### src/rtl/axis_rx_pkg.sv
// Shared constants and helpers for the AXI-Stream receive buffer.
// The stored beat word is packed MSB to LSB as {user, dest, id, last, strb, keep, data}.
package axis_rx_pkg;

    localparam int DROP_W = 8;

    function automatic int fifo_addr_w(input int depth);
        return (depth < 2) ? 1 : $clog2(depth);
    endfunction

    function automatic int beat_w(input int dw, input int iw, input int dsw, input int uw);
        return uw + dsw + iw + 1 + 2 * (dw / 8) + dw;
    endfunction

endpackage

### src/rtl/axis_rx_fifo_mem.sv
// DEPTH x W register array: synchronous write, combinational read at the read pointer.
module axis_rx_fifo_mem #(
    parameter int DEPTH = 16,
    parameter int W     = 8,
    parameter int AW    = 4
) (
    input  logic          clk,
    input  logic          we,
    input  logic [AW-1:0] waddr,
    input  logic [W-1:0]  wdata,
    input  logic [AW-1:0] raddr,
    output logic [W-1:0]  rdata
);

    logic [W-1:0] mem [DEPTH];

    always_ff @(posedge clk) begin
        if (we) mem[waddr] <= wdata;
    end

    assign rdata = mem[raddr];

endmodule

### src/rtl/axis_rx_buffer.sv
// AXI-Stream sink: FWFT beat buffer with null-beat filter, packet counter
// and a sticky flag for transmitter handshake-stability violations.
module axis_rx_buffer
    import axis_rx_pkg::*;
#(
    parameter int TDATA_WIDTH = 8,
    parameter int TDEST_WIDTH = 8,
    parameter int TUSER_WIDTH = 1,
    parameter int TID_WIDTH   = 8,
    parameter int DEPTH       = 16
) (
    input  logic                           ACLK,
    input  logic                           ARESET,
    input  logic                           TVALID,
    output logic                           TREADY,
    input  logic [TDATA_WIDTH-1:0]         TDATA,
    input  logic [TDATA_WIDTH/8-1:0]       TKEEP,
    input  logic [TDATA_WIDTH/8-1:0]       TSTRB,
    input  logic                           TLAST,
    input  logic [TID_WIDTH-1:0]           TID,
    input  logic [TDEST_WIDTH-1:0]         TDEST,
    input  logic [TUSER_WIDTH-1:0]         TUSER,
    output logic                           m_valid,
    input  logic                           m_ready,
    output logic [TDATA_WIDTH-1:0]         m_data,
    output logic [TDATA_WIDTH/8-1:0]       m_keep,
    output logic [TDATA_WIDTH/8-1:0]       m_strb,
    output logic                           m_last,
    output logic [TID_WIDTH-1:0]           m_id,
    output logic [TDEST_WIDTH-1:0]         m_dest,
    output logic [TUSER_WIDTH-1:0]         m_user,
    output logic [$clog2(DEPTH+1)-1:0]     level,
    output logic [$clog2(DEPTH+1)-1:0]     pkt_count,
    output logic [DROP_W-1:0]              drop_count,
    output logic                           err_stable
);

    localparam int AW = fifo_addr_w(DEPTH);
    localparam int LW = $clog2(DEPTH + 1);
    localparam int BW = beat_w(TDATA_WIDTH, TID_WIDTH, TDEST_WIDTH, TUSER_WIDTH);
    localparam logic [LW-1:0] FULL_LVL = LW'(DEPTH);

    logic [AW-1:0] wr_ptr, rd_ptr;
    logic [LW-1:0] level_nxt;
    logic          tready_q;
    logic          accept, is_null, push, pop;
    logic          pend;
    logic [BW-1:0] wr_word, rd_word, head_word, held_word;

    assign TREADY  = tready_q;
    assign accept  = TVALID & tready_q;
    assign is_null = (TKEEP == '0) & ~TLAST;
    assign push    = accept & ~is_null;
    assign m_valid = (level != '0);
    assign pop     = m_valid & m_ready;
    assign wr_word = {TUSER, TDEST, TID, TLAST, TSTRB, TKEEP, TDATA};

    // Head fields read as zero whenever the buffer is empty, including in reset.
    assign head_word = m_valid ? rd_word : '0;
    assign {m_user, m_dest, m_id, m_last, m_strb, m_keep, m_data} = head_word;

    axis_rx_fifo_mem #(
        .DEPTH (DEPTH),
        .W     (BW),
        .AW    (AW)
    ) u_mem (
        .clk   (ACLK),
        .we    (push),
        .waddr (wr_ptr),
        .wdata (wr_word),
        .raddr (rd_ptr),
        .rdata (rd_word)
    );

    always_comb begin
        level_nxt = level;
        if (push & ~pop)      level_nxt = level + LW'(1);
        else if (pop & ~push) level_nxt = level - LW'(1);
    end

    always_ff @(posedge ACLK or posedge ARESET) begin
        if (ARESET) begin
            wr_ptr     <= '0;
            rd_ptr     <= '0;
            level      <= '0;
            pkt_count  <= '0;
            drop_count <= '0;
            tready_q   <= 1'b0;
        end else begin
            if (push) wr_ptr <= wr_ptr + AW'(1);
            if (pop)  rd_ptr <= rd_ptr + AW'(1);
            level    <= level_nxt;
            // Registered full: TREADY never follows TVALID combinationally.
            tready_q <= (level_nxt != FULL_LVL);
            if ((push & TLAST) & ~(pop & m_last))
                pkt_count <= pkt_count + LW'(1);
            else if ((pop & m_last) & ~(push & TLAST))
                pkt_count <= pkt_count - LW'(1);
            if (accept & is_null & ~&drop_count)
                drop_count <= drop_count + DROP_W'(1);
        end
    end

    // A beat offered without TREADY must reappear unchanged on the next edge.
    always_ff @(posedge ACLK or posedge ARESET) begin
        if (ARESET) begin
            pend       <= 1'b0;
            err_stable <= 1'b0;
        end else begin
            pend <= TVALID & ~tready_q;
            if (pend && (!TVALID || (wr_word != held_word)))
                err_stable <= 1'b1;
        end
    end

    always_ff @(posedge ACLK) begin
        held_word <= wr_word;
    end

endmodule

### config.mk
export PLATFORM = sky130hd
export DESIGN_NAME = axis_rx_buffer
export DESIGN_NICKNAME = d
export VERILOG_FILES = /design/src/rtl/axis_rx_pkg.sv /design/src/rtl/axis_rx_fifo_mem.sv /design/src/rtl/axis_rx_buffer.sv
export SDC_FILE = /design/constraint.sdc
export NUM_CORES = 1
export LEC_CHECK = 0
export CELL_PAD_IN_SITES_DETAIL_PLACEMENT = 0
export CELL_PAD_IN_SITES_GLOBAL_PLACEMENT = 1
export CORE_MARGIN = 2
export CORE_UTILIZATION = 45
export DETAILED_ROUTE_END_ITERATION = 12
export GPL_TIMING_DRIVEN = 0
export MAX_ROUTING_LAYER = met4
export PLACE_DENSITY = 0.69
export SLEW_MARGIN = 0
export SYNTH_ARGS = -nofsm -noshare
export SYNTH_HDL_FRONTEND = slang
export SYNTH_SLANG_ARGS = --single-unit
### constraint.sdc
create_clock -name ACLK -period 3.36 [get_ports ACLK]
set_input_delay 1.008 -clock ACLK [delete_from_list [all_inputs] [get_ports ACLK]]
set_output_delay 1.008 -clock ACLK [all_outputs]
set_load 0.01 [all_outputs]
======== Word-level counts from Yosys, hierarchy flattened ========
Memory sizes are Yosys's and may differ from the RTL's.
Index checks and enable logic that the tools add are counted.
word-level totals
  register bits after elaboration ......... 57
  bits in writable memories ............... 448
  input port bits ......................... 32
  output and inout port bits .............. 49
  logic and storage cells ................. 54
  memories ................................ 1
memories
  memory     depth  width  rd ports  clocked after Yosys merged registers in  write ports  line                    text
  u_mem.mem  16     28     1         0                                        1            axis_rx_fifo_mem.sv:15  logic [W-1:0] mem [DEPTH];
operators by class
  add/sub/neg operators ................... 7
  equal/unequal tests ..................... 2
  muxes and demuxes ....................... 7
  bitwise operators ....................... 21
  reductions and logical operators ........ 7
operators with widths
  kind                   number
  $mux W28               1
  $ne A28 B28 Y1         1
  $mux W5                4
  $and A1 B1 Y1          13
  $add A5 B1 Y5 const B  2
  $sub A5 B1 Y5 const B  2
  $add A4 B1 Y4 const B  2
  $add A8 B1 Y8 const B  1
  $not A1 Y1             8
  $reduce_and A8 Y1      1
  $ne A5 B5 Y1 const B   1
  $reduce_bool A5 Y1     1
  $logic_not A1 Y1       2
  $mux W1                2
  $reduce_bool A2 Y1     1
  $logic_and A1 B1 Y1    1
  $logic_or A1 B1 Y1     1

======== Depth between registers and ports, before layout ========
Gate-level depths: netlist of run 1.
  word-level depth ........................ 9
  mapped depth ............................ 15
  mapped depth without buffers ............ 13

======== Modules after synthesis ========
Synthesis of run 1 repeated with hierarchy kept, for this count alone.
unflattened totals
  cells, all modules ...................... 938
  area, all modules ....................... 19541.2 um2
by module, submodules not included
  module            instances  cells each  area an instance (um2)  sequential area each (um2)
  axis_rx_fifo_mem  1          707         16973.8                 13452.9
  axis_rx_buffer    1          231         2567.5                  1286.2

======== Worst setup path after synthesis of run 1 ========
Ideal clock, no wire load.
  path kind ............................... flip-flop to flip-flop
  start ................................... register rd_ptr[0]
  end ..................................... register pkt_count[4]
  setup time .............................. 125 ps
  arrival ................................. 3326 ps
  data required time ...................... 3235 ps
  setup slack ............................. -91 ps
  cell stages (with the launch flop) ...... 16
  buffers on the path ..................... 3
  clock period less this slack ............ 3451 ps
  cell sequence ........................... dfrtp_1 clkbuf_1 clkbuf_1 buf_2 mux4_2 mux2i_1 o21ai_0 nand2_1 ha_1 inv_1 fa_1 a21o_1 a21oi_1 xnor2_1 nor2_1 xor2_1
between the ends
  cells in the longest elaborated chain, start to end .. 6
  elaborated cells between the ends (all ways) .. 8
  classes of those cells .................. mux (2); bitwise (4); reduce/logical (1); memory (1)
RTL lines
  what                                           line                                        text
  start, declared                                axis_rx_buffer.sv:43                        logic [AW-1:0] wr_ptr, rd_ptr;
  start signal, assigned                         axis_rx_buffer.sv:91                        if (pop) rd_ptr <= rd_ptr + AW'(1);
  $mem_v2 Z16 W28 (*)                            --
  $mux W28 (*)                                   axis_rx_buffer.sv:59                        assign head_word = m_valid ? rd_word : '0;
  $and A1 B1 Y1 (*)                              axis_rx_buffer.sv:95, axis_rx_buffer.sv:97
  $not A1 Y1                                     axis_rx_buffer.sv:95                        if ((push & TLAST) & ~(pop & m_last))
  $and A1 B1 Y1                                  axis_rx_buffer.sv:95
  $mux W5 or $reduce_bool A2 Y1 (tied branches)  --
  end signal, assigned                           axis_rx_buffer.sv:96                        pkt_count <= pkt_count + LW'(1);
  end signal, assigned                           axis_rx_buffer.sv:98                        pkt_count <= pkt_count - LW'(1);
  end, declared                                  axis_rx_buffer.sv:33                        output logic [$clog2(DEPTH+1)-1:0] pkt_count,
Mark *: on every way between the ends. The rest lies on a longest branch, timed or not.
A chain may end at the register's enable or synchronous reset.

======== Worst setup path after layout of run 1 ========
  start ................................... register rd_ptr[0]
  end ..................................... output port m_id[6]
between the ends
  cells in the longest elaborated chain, start to end .. 2
RTL lines
  what             line                  text
  $mem_v2 Z16 W28  --
  $mux W28         axis_rx_buffer.sv:59
  end, declared    axis_rx_buffer.sv:29  output logic [TID_WIDTH-1:0] m_id,
Every way passes these cells.

==> impl_metrics.ini, run 1 <==
[status]
status = complete, but fails checks
failed_checks = negative setup slack

[power_and_ir_drop]
peakVddDrop_v = 0.000493
power.density_nw_per_um2 = 876
leakage_nw = 7.99

[worst_setup_path]
critPathSlowestCell = mux4_2
r2r-end = pkt_count[4]$_DFFE_PP0P_
cp_cell_sequence = buf_4 > buf_6 > clkbuf_16 > mux4_2 > mux4_2 > and2_1 > buf_2
cp-start-kind = flop
cp_max_fo = 6
cpMostUsedCell = mux4_2
r2r_slack_ns = -0.06
cp_slowest_stage_delay_ns = 0.52
path_class = flop to output port
r2r_start = rd_ptr[0]$_DFFE_PP0P_
cp.arrival_ns = 2.81
cp-end-kind = output port
ff2ff_path_depth = 17
crit_required_ns = 2.35

[synth]
synth-edff-count = 448
syn_nets = 922
synthXorXnorAreaFrac_pct = 2.30
async_flop_share_pct = 5.74
synth_top_area_cell = edfxtp_1
synth_fa_ha_area_share_pct = 0.939
synth-compound-area-share_pct = 0.829
syn_area_sq_um = 19500
synth_simple_gate_area_share_pct = 2.81
synth_flop_cell = edfxtp_1
ys_types = 41
ys_seq_area_share_pct = 75.7
synth.top_cell.area_share_pct = 69.1
synth_area_leaders = edfxtp_1, mux4_2, dfrtp_1
synth_mux_area_share_pct = 16.4
yosysWarnings = 0
synthesis.instances = 876
synth_seq_cells = 505
syn-mean-instance-area_sq_um = 22.2
synth_top_family_by_area = multiplexers

[timing]
finalCritPeriodShare_pct = 113
worst_pin_slew_ns = 0.926
timing.fmax_mhz = 262
holdWs_ns = 0.453
hold_viol = 0
setup_viol = 29
fin_skew_ns = 0.0212
slew_violations = 0
period_needed_ns = 3.81
slew_headroom_pct = 38.3
timing.final.ws_setup_ns = -0.454
rsz0062_at_grt = true
final.setup.tns_ns = -11.64

[placed_design]
portBuffers = 80
post_dp_cell_area_sq_um = 21300
hpwl_mm = 25.6
dpl.cell_count = 1557
place_congestion = 0.730

[die]
io_pins = 81
die_y_microns = 212
dieArea_sq_um = 44900
start_util_pct = 45.4
core_area_sq_um = 42900
die_w_microns = 212
placementRows = 76

[final_layout]
final_cells = 1695
area_growth_syn_to_layout_pct = 23.3
layout-drive-gt1-share_pct = 35.1
fin_nets = 1114
final_cell_mix = edfxtp_1, mux4_2, clkbuf_16, clkdlybuf4s50_1, buf_6
antenna_cells = 0
layout_commonest_cell = edfxtp_1
final_util_pct = 55.9
design_area_sq_um = 24000

[worst_hold_path]
min_to = err_stable$_DFFE_PP0P_
holdPathStages = 1
hold_start = pend$_DFF_PP0_
hold_class = flop to flop

[clock_tree]
cts.sinks = 505
clk_pin_slew_ns = 0.07
cts_max_path_buffers = 3
cts-root-buf = clkbuf_16
htreeDepth = 2
clock_latency_ns = 0.59
cts_buffers = 52
cts_hold_buf = 0
cts_tree = done

[route]
remaining_drc_errors = 0
wl_per_cell_microns = 25.8
first_pass_iters = 5
drtIter0Drc = 851
ant_nets = 0
wirelength_mm = 43.8
vias = 9345
vias_per_cell = 5.51

[job]
maxCapViolCount = 0

[global_routing]
gr-total-overflow = 0
grt_pass1_wl_mm = 64.3
grt_max_degree = 30
grt_usage_pct = 20.7
antenna_found_initial = 0
grt_pass1_vias = 9780
==> critical path, delay by kind of cell, from the launching register on <==
| kind | cells | cell delay [ns] |
|---|---|---|
| simple gates | 1 | 0.15 |
| mux | 2 | 1.02 |
| buf+inv | 4 | 0.56 |
| flops | 1 | 0.47 |
==> metrics by stage <==
| step | setup slack (ns) | power, mW |
|---|---|---|
| after floorplan | 0.0621 | 11.6 |
| after global placement | -1.52 | 14.1 |
| after detailed placement | -1.04 | 14.2 |
| after CTS | -0.508 | 20.9 |
| after global routing | -0.526 | 21.9 |
| final | -0.454 | 21.0 |
==> registers in the layout, summed over array words and instances, names as in the netlist <==
signal	cells
u_mem.mem	448
drop_count	8
wr_ptr	4
TREADY	1
pend	1
pkt_count	5
held_word	28
level	5
err_stable	1
rd_ptr	4
==> layer usage <==
layer | global-route usage (%) | vias up | share of wire, %
li1 | - | 4014 | -
met1 | 29.4 | 4983 | 44
met2 | 31.2 | 286 | 48
met3 | 4.30 | 62 | 6.4
met4 | 4.83 | 0 | 1.8
met5 | - | - | 0
==> synthesized netlist by cell type (4+ instances only) <==
| master | n |
|---|---|
| edfxtp_1 | 448 |
| mux4_2 | 139 |
| and2_1 | 40 |
| xnor2_1 | 31 |
| dfrtp_1 | 29 |
| dfxtp_1 | 28 |
| clkbuf_1 | 22 |
| xor2_1 | 20 |
| ha_1 | 13 |
| nand2_1 | 12 |
| nand4_1 | 11 |
| buf_1 | 8 |
| buf_2 | 8 |
| and3_1 | 7 |
| inv_1 | 6 |
| nor2_1 | 6 |
| nand3_1 | 5 |
| o21ai_0 | 5 |
| a21oi_1 | 4 |
| mux2_2 | 4 |
| nor4_1 | 4 |
==> area by class of cell <==
| class | instances | area, sq um |
|---|---|---|
| Buffer | 38 | 523 |
| Clock buffer | 78 | 1500 |
| Clock inverter | 18 | 185 |
| Fill cell | 3239 | 18900 |
| Inverter | 6 | 25.0 |
| Multi-Input combinational cell | 325 | 4650 |
| Sequential cell | 505 | 14700 |
| Tap cell | 585 | 732 |
| Timing Repair Buffer | 140 | 1630 |
==> where the power goes <==
| group | total, mW | internal [mW] | switching [mW] | leakage [nW] |
|---|---|---|---|---|
| clock | 5.66 | 3.32 | 2.34 | 0.815 |
| sequential | 7.72 | 7.44 | 0.279 | 4.63 |
| combinational | 7.64 | 4.29 | 3.35 | 2.55 |
| total | 21.0 | 15.0 | 5.97 | 7.99 |
==> cell families (layout without fill, tap and decap cells) <==
logic type | Yosys count | after routing
adder cells (fa/ha/maj) | 14 | 14
buffers and inverters | 46 | 280
AND/OR/NAND/NOR | 93 | 93
AO/OA/AOI/OAI | 23 | 23
flip-flops | 505 | 505
multiplexers | 144 | 144
XOR/XNOR | 51 | 51
==> repair_timing <==
action                                  CTS  global route
pin swaps                                20            14
resized for setup                       272            38
gates cloned                              3             4
endpoints found under the setup margin  113           110
buffers inserted                         31             6
==> worst max-delay path by stage <==
stage,slack [ns],startpoint,end
6_report,-0.45,rd_ptr[0]$_DFFE_PP0P_,m_id[6]
5_1_grt,-0.53,rd_ptr[0]$_DFFE_PP0P_,m_dest[5]
4_1_cts,-0.51,rd_ptr[0]$_DFFE_PP0P_,m_last
3_5_place_dp,-1.04,rd_ptr[1]$_DFFE_PP0P_,m_id[6]
3_3_place_gp,-1.52,TKEEP,u_mem.mem[4][19]$_DFFE_PP_
2_1_floorplan,0.06,rd_ptr[0]$_DFFE_PP0P_,pkt_count[4]$_DFFE_PP0P_
Power figures use the tool's default switching activity.
==> inputs of run 2 (changes only) <==
- CORE_MARGIN: 2 -> unset
==> impl_metrics.ini, run 2 (synthesis results as in run 1) <==
[status]
status = complete, but fails checks
failed_checks = negative setup slack

[worst_setup_path]
cp_num_cells = 7
crit_buf_inv = 4
r2r_start = rd_ptr[0]$_DFFE_PP0P_
critPathSlowestCell = mux4_2
cp-start-kind = flop
r2r_slack_ns = 0.09
cp_cell_sequence = clkbuf_16 > buf_16 > buf_6 > mux4_2 > mux4_2 > and2_4 > buf_6
cp.arrival_ns = 2.77
cp_max_fo = 6
worstSetupEndpoint = m_keep
cp-end-kind = output port
crit_required_ns = 2.35
ff2ff_path_depth = 16
critPathTopFamily = multiplexers
r2r-end = pkt_count[4]$_DFFE_PP0P_
startpoint = rd_ptr[0]$_DFFE_PP0P_
cp_slowest_stage_delay_ns = 0.52
path_class = flop to output port

[worst_hold_path]
hold_class = flop to flop

[die]
core_area_sq_um = 42300
placementRows = 75
die_y_microns = 210
dieArea_sq_um = 44100
die_w_microns = 210
io_pins = 81
start_util_pct = 46.0

[clock_tree]
clk_pin_slew_ns = 0.06
cts_buffers = 53
cts_max_path_buffers = 3
cts_tree = done
cts-root-buf = clkbuf_16
cts.sinks = 505
clock_latency_ns = 0.58
htreeDepth = 2

[final_layout]
final_cell_mix = edfxtp_1, mux4_2, clkbuf_16, clkdlybuf4s50_1, buf_6
multi_input_area_sq_um = 4640
design_area_sq_um = 24100
top_register = u_mem.mem
antenna_cells = 0
fin_nets = 1118
seq_area_sq_um = 14700
largest_reg_flops = 448
reg.largest.list = u_mem.mem: 448 flops, held_word: 28 flops, drop_count: 8 flops
area_growth_syn_to_layout_pct = 24.0
n_fill_cell = 3162
layout-drive-gt1-share_pct = 35.8
layout_commonest_cell = edfxtp_1

[power_and_ir_drop]
power.density_nw_per_um2 = 880
p_sw_mw = 5.95
combPwrFrac_pct = 36.4
leakage_nw = 8.09
sw_frac_of_total_pct = 28.0
intPower_mw = 15.3
seqPwrFrac_pct = 36.4
peakVddDrop_v = 0.000481
clkPwrFrac_pct = 27.2

[route]
wl_per_cell_microns = 25.7
wirelength_mm = 43.5
first_pass_iters = 5
remaining_drc_errors = 0
vias = 9408
ant_nets = 0
drtIter0Drc = 861
vias_per_cell = 5.56

[timing]
final.setup.tns_ns = -10.50
hold_viol = 0
finalCritPeriodShare_pct = 113
rsz0062_at_grt = true
setup_viol = 28
timing.final.ws_setup_ns = -0.422
period_needed_ns = 3.78
timing.fmax_mhz = 264
fin_skew_ns = 0.0145
slew_violations = 0
slew_headroom_pct = 37.5
worst_pin_slew_ns = 0.938

[placed_design]
hpwl_mm = 26.0
post_dp_cell_area_sq_um = 21400
place_congestion = 0.717
portBuffers = 80
pre_cts_ws_ns = -1.13

[global_routing]
gr-total-overflow = 0
antenna_found_initial = 0
grt_pass1_vias = 9748
grt_max_degree = 30
grt_usage_pct = 21.2
grt_pass1_wl_mm = 64.6

[job]
maxCapViolCount = 0
-- run 2: repair_timing --
action,4_1_cts,5_1_grt
gates cloned,3,0
pin swaps,25,9
gates resized for setup,270,39
setup buffers,42,4
endpoints found under the setup margin,118,93
hold buffers,0,0
-- run 2: area by class of cell --
| cell class | count | area share, % |
|---|---|---|
| clock inverters | 18 | 0.861 |
| plain buffers | 38 | 2.20 |
| inverters | 6 | 0.104 |
| flip-flops and latches | 505 | 61.1 |
| repair buffers | 143 | 7.19 |
| well taps | 577 | 2.99 |
| clock buffers | 81 | 6.31 |
| multi-input cells | 325 | 19.2 |
-- run 2: worst min path at each step --
| stage | startpoint | endpoint | slack [ns] | depth (start not counted) |
|---|---|---|---|---|
| CTS | pend$_DFF_PP0_ | err_stable$_DFFE_PP0P_ | 0.46 | 1 |
| finish | pend$_DFF_PP0_ | err_stable$_DFFE_PP0P_ | 0.46 | 1 |
| detailed placement | pend$_DFF_PP0_ | err_stable$_DFFE_PP0P_ | 0.44 | 1 |
| floorplan | pend$_DFF_PP0_ | err_stable$_DFFE_PP0P_ | 0.43 | 1 |
| global placement | pend$_DFF_PP0_ | err_stable$_DFFE_PP0P_ | 0.43 | 1 |
| global route | pend$_DFF_PP0_ | err_stable$_DFFE_PP0P_ | 0.49 | 1 |
-- run 2: per-stage QoR --
| stage | cells | power [mW] | hold slack (ns) | utilization [%] |
|---|---|---|---|---|
| after detailed placement | 1549 | 14.2 | 0.442 | 50.6 |
| after global routing | 1693 | 22.2 | 0.486 | 57.0 |
| after global placement | 1533 | 14.1 | 0.430 | 49.6 |
| after floorplan | 876 | 11.6 | 0.426 | - |
| after CTS | 1691 | 21.1 | 0.461 | 56.7 |
| final | 1693 | 21.2 | 0.457 | 57.0 |
-- run 2: layer usage --
metal	global-route usage, %	wire [microns]	vias up
li1	-	-	4039
met1	30.9	19600	5014
met2	31.4	20500	289
met3	3.58	2590	66
met4	5.01	811	0
met5	-	0	-
-- run 2: worst register-to-register path: cells and delay by family (launching register included) --
family                   cells  cell delay [ns]
buffers and inverters        5             0.69
adder cells (fa/ha/maj)      2             0.49
AO/OA/AOI/OAI                3             0.39
flip-flops                   1             0.44
AND/OR/NAND/NOR              2             0.14
XOR/XNOR                     2             0.28
multiplexers                 2             0.71
-- run 2: power groups by stage --
stage                     clock network (mW)  logic (mW)  registers [mW]
after floorplan                            0        3.83            7.81
after global placement                     0        6.23            7.84
after detailed placement                   0        6.41            7.83
after CTS                               5.90        7.52            7.71
after global routing                    6.16        8.25            7.77
final                                   5.78        7.73            7.72
==> inputs of run 3 (changes only) <==
- CAP_MARGIN: unset -> 0
==> results of run 3 <==
Same layout as run 2: the final DEF is identical, and so are final timing and power.
